[src/rtl/alu_exec_unit.sv]
// ALU execute unit: single-cycle add/sub/logic/compare ops with a valid/ready handshake.
// Define ALU_EXEC_MULT_EN to build the iterative shift-add multiplier (funct 011000).
module alu_exec_unit #(
  parameter int WIDTH = 32
) (
  input  logic             clk,
  input  logic             reset,
  input  logic             in_valid,
  output logic             in_ready,
  input  logic [1:0]       alu_op,
  input  logic [5:0]       funct,
  input  logic [WIDTH-1:0] a,
  input  logic [WIDTH-1:0] b,
  output logic             out_valid,
  input  logic             out_ready,
  output logic [WIDTH-1:0] result,
  output logic             zero,
  output logic             err
);

  logic             out_valid_r;
  logic [WIDTH-1:0] result_r;
  logic             zero_r;
  logic             err_r;

  logic [WIDTH-1:0] res_s;
  logic             err_s;
  logic             mul_s;
  logic             idle_s;
  logic             done_s;
  logic             accept_s;
  logic [WIDTH-1:0] mul_res_s;

  assign accept_s  = in_valid && in_ready;
  assign in_ready  = idle_s && !reset && (!out_valid_r || out_ready);
  assign out_valid = out_valid_r;
  assign result    = result_r;
  assign zero      = zero_r;
  assign err       = err_r;

  // Operation decode; anything unlisted is illegal and yields result 0 with err set
  always_comb begin
    res_s = {WIDTH{1'b0}};
    err_s = 1'b0;
    mul_s = 1'b0;
    case (alu_op)
      2'b00: res_s = a + b;
      2'b01: res_s = a - b;
      2'b10: begin
        case (funct)
          6'b100000: res_s = a + b;
          6'b100010: res_s = a - b;
          6'b100100: res_s = a & b;
          6'b100101: res_s = a | b;
          6'b100110: res_s = a ^ b;
          6'b100111: res_s = ~(a | b);
          6'b101010: res_s = {{(WIDTH-1){1'b0}}, ($signed(a) < $signed(b))};
          6'b101011: res_s = {{(WIDTH-1){1'b0}}, (a < b)};
`ifdef ALU_EXEC_MULT_EN
          6'b011000: mul_s = 1'b1;
`endif
          default:   err_s = 1'b1;
        endcase
      end
      default: err_s = 1'b1;
    endcase
  end

`ifdef ALU_EXEC_MULT_EN
  typedef enum logic [1:0] {
    IDLE = 2'b00,
    MUL  = 2'b01,
    DONE = 2'b10
  } state_t;

  localparam int CW = $clog2(WIDTH) + 1;

  state_t           state_r;
  state_t           state_nxt_s;
  logic [WIDTH-1:0] mcand_r;
  logic [WIDTH-1:0] mplier_r;
  logic [WIDTH-1:0] acc_r;
  logic [CW-1:0]    cnt_r;
  logic             last_step_s;

  assign last_step_s = (cnt_r == CW'(WIDTH - 1));
  assign idle_s      = (state_r == IDLE);
  assign done_s      = (state_r == DONE);
  assign mul_res_s   = acc_r;

  // State register
  always_ff @(posedge clk) begin
    if (reset) begin
      state_r <= IDLE;
    end else begin
      state_r <= state_nxt_s;
    end
  end

  // Next-state logic
  always_comb begin
    state_nxt_s = state_r;
    case (state_r)
      IDLE: begin
        if (accept_s && mul_s) begin
          state_nxt_s = MUL;
        end else begin
          state_nxt_s = IDLE;
        end
      end
      MUL: begin
        if (last_step_s) begin
          state_nxt_s = DONE;
        end else begin
          state_nxt_s = MUL;
        end
      end
      DONE:    state_nxt_s = IDLE;
      default: state_nxt_s = IDLE;
    endcase
  end

  // Shift-add multiplier: one partial product per cycle, low WIDTH bits kept
  always_ff @(posedge clk) begin
    if (reset) begin
      mcand_r  <= {WIDTH{1'b0}};
      mplier_r <= {WIDTH{1'b0}};
      acc_r    <= {WIDTH{1'b0}};
      cnt_r    <= {CW{1'b0}};
    end else if (idle_s && accept_s && mul_s) begin
      mcand_r  <= a;
      mplier_r <= b;
      acc_r    <= {WIDTH{1'b0}};
      cnt_r    <= {CW{1'b0}};
    end else if (state_r == MUL) begin
      if (mplier_r[0]) begin
        acc_r <= acc_r + mcand_r;
      end
      mcand_r  <= mcand_r << 1;
      mplier_r <= mplier_r >> 1;
      cnt_r    <= cnt_r + CW'(1);
    end
  end
`else
  assign idle_s    = 1'b1;
  assign done_s    = 1'b0;
  assign mul_res_s = {WIDTH{1'b0}};
`endif

  // Output register: new single-cycle result, finished product, or consume
  always_ff @(posedge clk) begin
    if (reset) begin
      out_valid_r <= 1'b0;
      result_r    <= {WIDTH{1'b0}};
      zero_r      <= 1'b0;
      err_r       <= 1'b0;
    end else if (accept_s && !mul_s) begin
      out_valid_r <= 1'b1;
      result_r    <= res_s;
      zero_r      <= (res_s == {WIDTH{1'b0}});
      err_r       <= err_s;
    end else if (done_s) begin
      out_valid_r <= 1'b1;
      result_r    <= mul_res_s;
      zero_r      <= (mul_res_s == {WIDTH{1'b0}});
      err_r       <= 1'b0;
    end else if (out_ready) begin
      out_valid_r <= 1'b0;
    end
  end

endmodule

[config.mk]
export PLATFORM = sky130hd
export DESIGN_NAME = alu_exec_unit
export DESIGN_NICKNAME = d
export VERILOG_FILES = /design/src/rtl/alu_exec_unit.sv
export SDC_FILE = /design/constraint.sdc
export NUM_CORES = 1
export LEC_CHECK = 0
export BUFFER_PORTS_ARGS = -buffer_cell sky130_fd_sc_hd__buf_4
export CAP_MARGIN = 10
export CORE_MARGIN = 2
export CORE_UTILIZATION = 40
export CTS_BUF_LIST = sky130_fd_sc_hd__clkbuf_8
export DETAILED_ROUTE_END_ITERATION = 12
export GPL_TIMING_DRIVEN = 1
export PLACE_DENSITY = 0.66
export SYNTH_ARGS = -nofsm -noshare
export SYNTH_HDL_FRONTEND = slang
export SYNTH_SLANG_ARGS = --single-unit
export TNS_END_PERCENT = 50
[constraint.sdc]
create_clock -name clk -period 4.9 [get_ports clk]
set_input_delay 0.98 -clock clk [delete_from_list [all_inputs] [get_ports clk]]
set_output_delay 0.98 -clock clk [all_outputs]
set_load 0.02 [all_outputs]
==> results.cfg, run 1 <==
[status]
status = complete, no violations

[place]
hpwl_um = 19780
portBuffers = 111
placedCellCount = 1368
place_congestion = 0.9752

[finish]
n_fill_cell = 1867
multi_input_area_um2 = 5919
syn_to_final_growth_pct = 16.68
num-nets-final = 1320
seq_area_um2 = 700.7
drive_above_1_share_pct = 15.52
antenna_cells = 0
fin_cells = 1376

[grt]
grt_max_degree = 50
grt_pass1_vias = 7807
antenna_found_initial = 0
grt_pass1_wl_um = 40000
track_usage_pct = 24.76
grt-ovfl-total = 0

[cts]
htree_levels = 2
insertion_delay_ps = 290
path_clk_slew_ps = 70
cts.sinks = 35
clk_path_buf_depth = 2
postCtsResizedCells = 0
postCtsSetupBuffers = 0
cts_buffers = 5
cts_tree = built
ctsHoldBuffers = 0
root_buffer = clkbuf_8

[yosys]
yosysMostFrequentCell = a21oi_1
synth_top_area_share_pct = 16.53
synth_area_leaders = ha_1, dfxtp_1, a21oi_1, o21ai_0, inv_1
synth_edf_count = 0
synth_top_cell_by_area = ha_1
yosys-top-cells-count = a21oi_1, ha_1, inv_1, nand2_1, nor2_1
ys_seq_area_share_pct = 9.640
ys_ff_latch = 35
synthesis.area_um2 = 7268
syn_inst = 1062
synth-warning-count = 0
syn_nets = 1236
synthFlopType = dfxtp_1
yosysUniqueCellTypes = 81
syn_avg_cell_area_um2 = 6.844
synthArstFlopShare_pct = 0

[timing]
finalHoldViolCount = 0
post-route-period-util_pct = 94.64
final_max_slew_viol_count = 0
finClkSkew_ps = 2.982
tightestPinTransition_ps = 965.0
grt_setup_unrepaired = no
timing.setup.tns_ps = 0
setup_viol = 0
fmax_mhz = 215.6
max_slew_margin_pct = 35.08
fin_crit_ps = 4637

[drt]
wl_per_cell_um = 18.10
drcViolationCount = 0
avgViaCountPerCell = 6.046
drt_iter0_drc = 834
first_pass_iters = 5
routed_wl_um = 24910
dr_total_vias = 8319
antenna_left = 0

[critical_path]
r2r-start = out_valid
worstSetupEndpointType = register
startpoint = a[0]
cp_max_fo = 6
crit_arrival_ps = 4840
required_ps = 5100
critPathSlowestCell = a221oi_2
max_stage_delay_ps = 510
path_cells = buf_4, ha_1, fa_1, a21o_1, a221oi_2, nor4_1, nor3_1, nor3_2, o22ai_1, mux2_2, a22oi_1, nand3_1, nor4b_1, nand4b_1, o41ai_2
crit_type = input pin to register
cp-start-kind = input pin

[floorplan]
die-area_um2 = 19270
ios = 112
core_area_um2 = 17900
die_w_um = 138.8
num_rows = 49
start_util_pct = 40.60
die_h_um = 138.8

[worst_hold_path]
min_from = result[9]
min-delay-path-class = register to register

[run]
max-cap-violations = 0

[power_and_ir_drop]
cellLeakagePower_nw = 3.947
max-vdd-ir-drop_mv = 0.1450
cellPowerDensity_nw_per_um2 = 180.0
## worst max-delay path, delay by kind of cell
kind                     cells  cell delay [ps]
adder cells (fa/ha/maj)      2              700
multiplexers                 1              370
AO/OA/AOI/OAI                5             1430
AND/OR/NAND/NOR              6             1250
buffers and inverters        1              110
## layout by cell type (no fill, tap or decap), types with 19 or more instances in the layout
master / synthesis / layout
nand2_1: 95 / 95
mux2i_1: 25 / 25
ha_1: 96 / 96
a21oi_1: 104 / 104
nor3_1: 21 / 21
nand3b_1: 31 / 31
o21ai_0: 76 / 75
inv_1: 95 / 95
dfxtp_1: 35 / 35
nor2_1: 87 / 87
nand2b_1: 19 / 19
a211oi_1: 19 / 19
buf_4: 1 / 145
## path summary, 6_finish.rpt
check / end / cells past startpoint / slack, ps
worst max register to register: zero / 9 / 2680
worst min-delay path: result[9] / 2 / 480
worst max-delay path: zero / 15 / 260
worst min register to register: result[9] / 2 / 480
## cells by family (layout without fill, tap and decap cells)
family | after synthesis | in the layout | synth area share (%)
compound gates | 378 | 378 | 34.65
mux | 27 | 27 | 3.753
fa+ha+maj | 98 | 98 | 17.08
buf+inv | 166 | 251 | 8.917
flops | 35 | 35 | 9.640
simple gates | 337 | 337 | 23.33
xor+xnor | 21 | 21 | 2.634
## flip-flops by register name, summed over array words and instances (netlist names)
register   flops
result        32
zero           1
out_valid      1
err            1
## through the flow
stage	util [%]	power, W	cell area, µm²	worst slack, ps	hold WS [ps]
3_3_place_gp	46.72	0.001228	8363	167.7	455.5
3_5_place_dp	46.72	0.001236	8363	144.7	460.3
5_1_grt	47.37	0.001630	8481	63.16	494.1
6_report	47.37	0.001527	8481	262.7	475.6
2_1_floorplan	-	0.0009406	7268	913.3	543.4
4_1_cts	47.37	0.001507	8481	422.2	472.8
## power by group
part | switching [W] | internal [W]
Sequential | 0.0000149 | 0.000310
Combinational | 0.000561 | 0.000367
Clock | 0.000109 | 0.000165
Total | 0.000684 | 0.000842
## layout make-up
cell class	count	area share, %
Multi-Input combinational cell	861	69.80
Timing Repair Buffer	145	12.84
Sequential cell	35	8.262
Inverter	98	4.338
Tap cell	229	3.379
Clock buffer	6	0.9737
Clock inverter	2	0.4131
## layer usage
layer	vias up	share of wire [%]	routed length, µm	global-route usage, %
met3	45	9.1	2257	3.660
met4	0	2.0	500	6.486
met5	-	0	0	0
li1	4010	-	-	-
met1	3846	47	11610	36.04
met2	418	42	10550	38.16
No activity file was read; power rests on OpenSTA's default activity.
==> run 2, diff against run 1 <==
--- a/config.mk
+++ b/config.mk
@@ -5,14 +5,15 @@
 export SDC_FILE = /design/constraint.sdc
 export NUM_CORES = 1
 export LEC_CHECK = 0
+export ABC_AREA = 1
+export ABC_CLOCK_PERIOD_IN_PS = 4900
 export BUFFER_PORTS_ARGS = -buffer_cell sky130_fd_sc_hd__buf_4
 export CAP_MARGIN = 10
-export CORE_MARGIN = 2
 export CORE_UTILIZATION = 40
 export CTS_BUF_LIST = sky130_fd_sc_hd__clkbuf_8
 export DETAILED_ROUTE_END_ITERATION = 12
 export GPL_TIMING_DRIVEN = 1
-export PLACE_DENSITY = 0.66
+export PLACE_DENSITY = 0.65
 export SYNTH_ARGS = -nofsm -noshare
 export SYNTH_HDL_FRONTEND = slang
 export SYNTH_SLANG_ARGS = --single-unit
==> run 2 against run 1 <==
Compared with the run above:
- flip-flop and latch count unchanged
- non-clock buffer count fell by 29
- cell count increased by 37%
- power fell by 3.9%
- first-iteration DRC count increased by 27%
- sequential share of layout area shrank 0.65 points
- critical path depth grew 6
==> results.cfg, run 2 <==
[cts]
path_clk_slew_ps = 70
cts.sinks = 35
insertion_delay_ps = 290
cts_tree = built
postCtsSetupBuffers = 0
clk_path_buf_depth = 2
cts_buffers = 5
root_buffer = clkbuf_8
postCtsResizedCells = 0
ctsHoldBuffers = 0
htree_levels = 2

[critical_path]
worst-path-buf-inv = 3
crit_type = input pin to register
cp-start-kind = input pin
path_delay_family = simple AND/OR/NAND/NOR gates
required_ps = 5140
max_stage_delay_ps = 420
critPathMostFrequentCell = nand2_1
worstSetupEndpointType = register
crit_arrival_ps = 3780
cp_max_fo = 4
critPathSlowestCell = fa_1
path_cells = buf_4, inv_1, ha_1, fa_1, inv_1, nand2_2, nand2_2, nand3_1, nand2_1, nand2_1, nand2_2, nand2_1, nand3_1, nand2_1, nor2_1, nand2_1, nor2_1, nand3_1, nor2_1, nand2_1, a21oi_2

[floorplan]
core_area_um2 = 19720
die-area_um2 = 20980
die_h_um = 144.8
die_w_um = 144.8
start_util_pct = 41.39
ios = 112
num_rows = 51

[timing]
grt_setup_unrepaired = no
fmax_mhz = 282.5
finClkSkew_ps = 9.323
finalHoldViolCount = 0
fin_ws_ps = 1360
final_max_slew_viol_count = 0
timing.setup.tns_ps = 0
post-route-period-util_pct = 72.24
tightestPinTransition_ps = 830.3
max_slew_margin_pct = 44.51
fin_crit_ps = 3540
setup_viol = 0

[drt]
first_pass_iters = 7
drt_iter0_drc = 1061
routed_wl_um = 31430
dr_total_vias = 10015
avgViaCountPerCell = 5.305
wl_per_cell_um = 16.65
antenna_left = 0
drcViolationCount = 0

[yosys]
syn_inst = 1546
syn_nets = 1720
yosysUniqueCellTypes = 39
synthArstFlopShare_pct = 0
synth-warning-count = 0
ys_ff_latch = 35
yosysMostFrequentCell = nand2_1
synth_area_leaders = nand2_1, ha_1, inv_1, nand3_1, dfxtp_1
ys_seq_area_share_pct = 8.585
synth_edf_count = 0
yosys-top-cells-count = nand2_1, inv_1, nand3_1, nor2_1, ha_1
synth_top_cell_by_area = nand2_1
syn_avg_cell_area_um2 = 5.279
synthFlopType = dfxtp_1
synthesis.area_um2 = 8162
synth_top_area_share_pct = 20.74

[power_and_ir_drop]
p_int_w = 0.0007135
cellLeakagePower_nw = 5.202
p_sw_w = 0.0007529
cellPowerDensity_nw_per_um2 = 159.3
seq_power_share_pct = 22.4
p_comb_share_pct = 63.8
max-vdd-ir-drop_mv = 0.09910
p_clk_share_pct = 13.8
switching_share_pct = 51.34

[finish]
final_cell_mix = nand2_1, inv_1, nand3_1
final_area_um2 = 9208
layout_commonest_cell = nand2_1
num-nets-final = 1796
antenna_cells = 0
fin_cells = 1888
largest_reg_flops = 32
syn_to_final_growth_pct = 12.82
drive_above_1_share_pct = 10.66

[place]
place_congestion = 1.014
portBuffers = 111
hpwl_um = 25890
place_ws_ps = 1200
place_area_um2 = 9123
placedCellCount = 1880

[grt]
grt-ovfl-total = 0
antenna_found_initial = 0
grt_max_degree = 60
track_usage_pct = 30.25
grt_pass1_wl_um = 48090
grt_pass1_vias = 8943

[worst_hold_path]
min-delay-path-class = register to register

[status]
status = complete, no violations

[run]
max-cap-violations = 0
==> run 2: final timing paths <==
kind / start / endpoint / slack, ps / cells past startpoint
max: a[0] / zero / 1360 / 21
min: err / err / 470 / 2
max reg2reg: out_valid / zero / 2770 / 12
min reg2reg: err / err / 470 / 2
==> run 2: layout make-up <==
| type | count | area, µm² |
|---|---|---|
| clock buffers | 5 | 68.82 |
| clock inverters | 3 | 16.27 |
| well taps | 265 | 331.6 |
| inverters | 306 | 1149 |
| multi-input cells | 1158 | 6071 |
| flip-flops and latches | 35 | 700.7 |
| repair buffers | 116 | 870.8 |
| fillers | 2230 | 10510 |
==> run 2: cell families (layout without fill, tap and decap cells) <==
group,count (synthesis),after routing,synth area share [%]
flops,35,35,8.585
buf+inv,353,430,17.03
fa+ha+maj,98,98,15.21
compound gates,215,215,15.22
xor+xnor,5,5,0.5365
simple gates,840,840,43.42
==> run 2: metal layers <==
metal | part of all wire, % | routed length [µm] | GRT usage [%]
met5 | 0 | 0 | 0
met4 | 3.3 | 1022 | 9.418
met1 | 45 | 14270 | 43.08
met2 | 42 | 13130 | 46.79
met3 | 9.6 | 3012 | 3.883
==> run 2: worst min-delay path, stage by stage (launching register included) <==
cell	delay [ps]
dfxtp_1	310
nand2_1	60
a21oi_1	50
==> run 2: through the flow <==
step                      hold slack, ps  power [W]  util, %
after global routing               485.2   0.001590    46.70
after global placement             457.2   0.001245    46.27
after CTS                          468.8   0.001454    46.70
after floorplan                    543.8  0.0009358        -
after detailed placement           457.4   0.001244    46.27
final                              466.8   0.001466    46.70
==> run 2: power groups by stage <==
stage	combinational [W]	clock, W	sequential, W
finish	0.000935	0.000202	0.000329
global route	0.00104	0.000220	0.000332
CTS	0.000914	0.000211	0.000329
detailed placement	0.000909	0	0.000336
global placement	0.000909	0	0.000335
floorplan	0.000568	0	0.000367
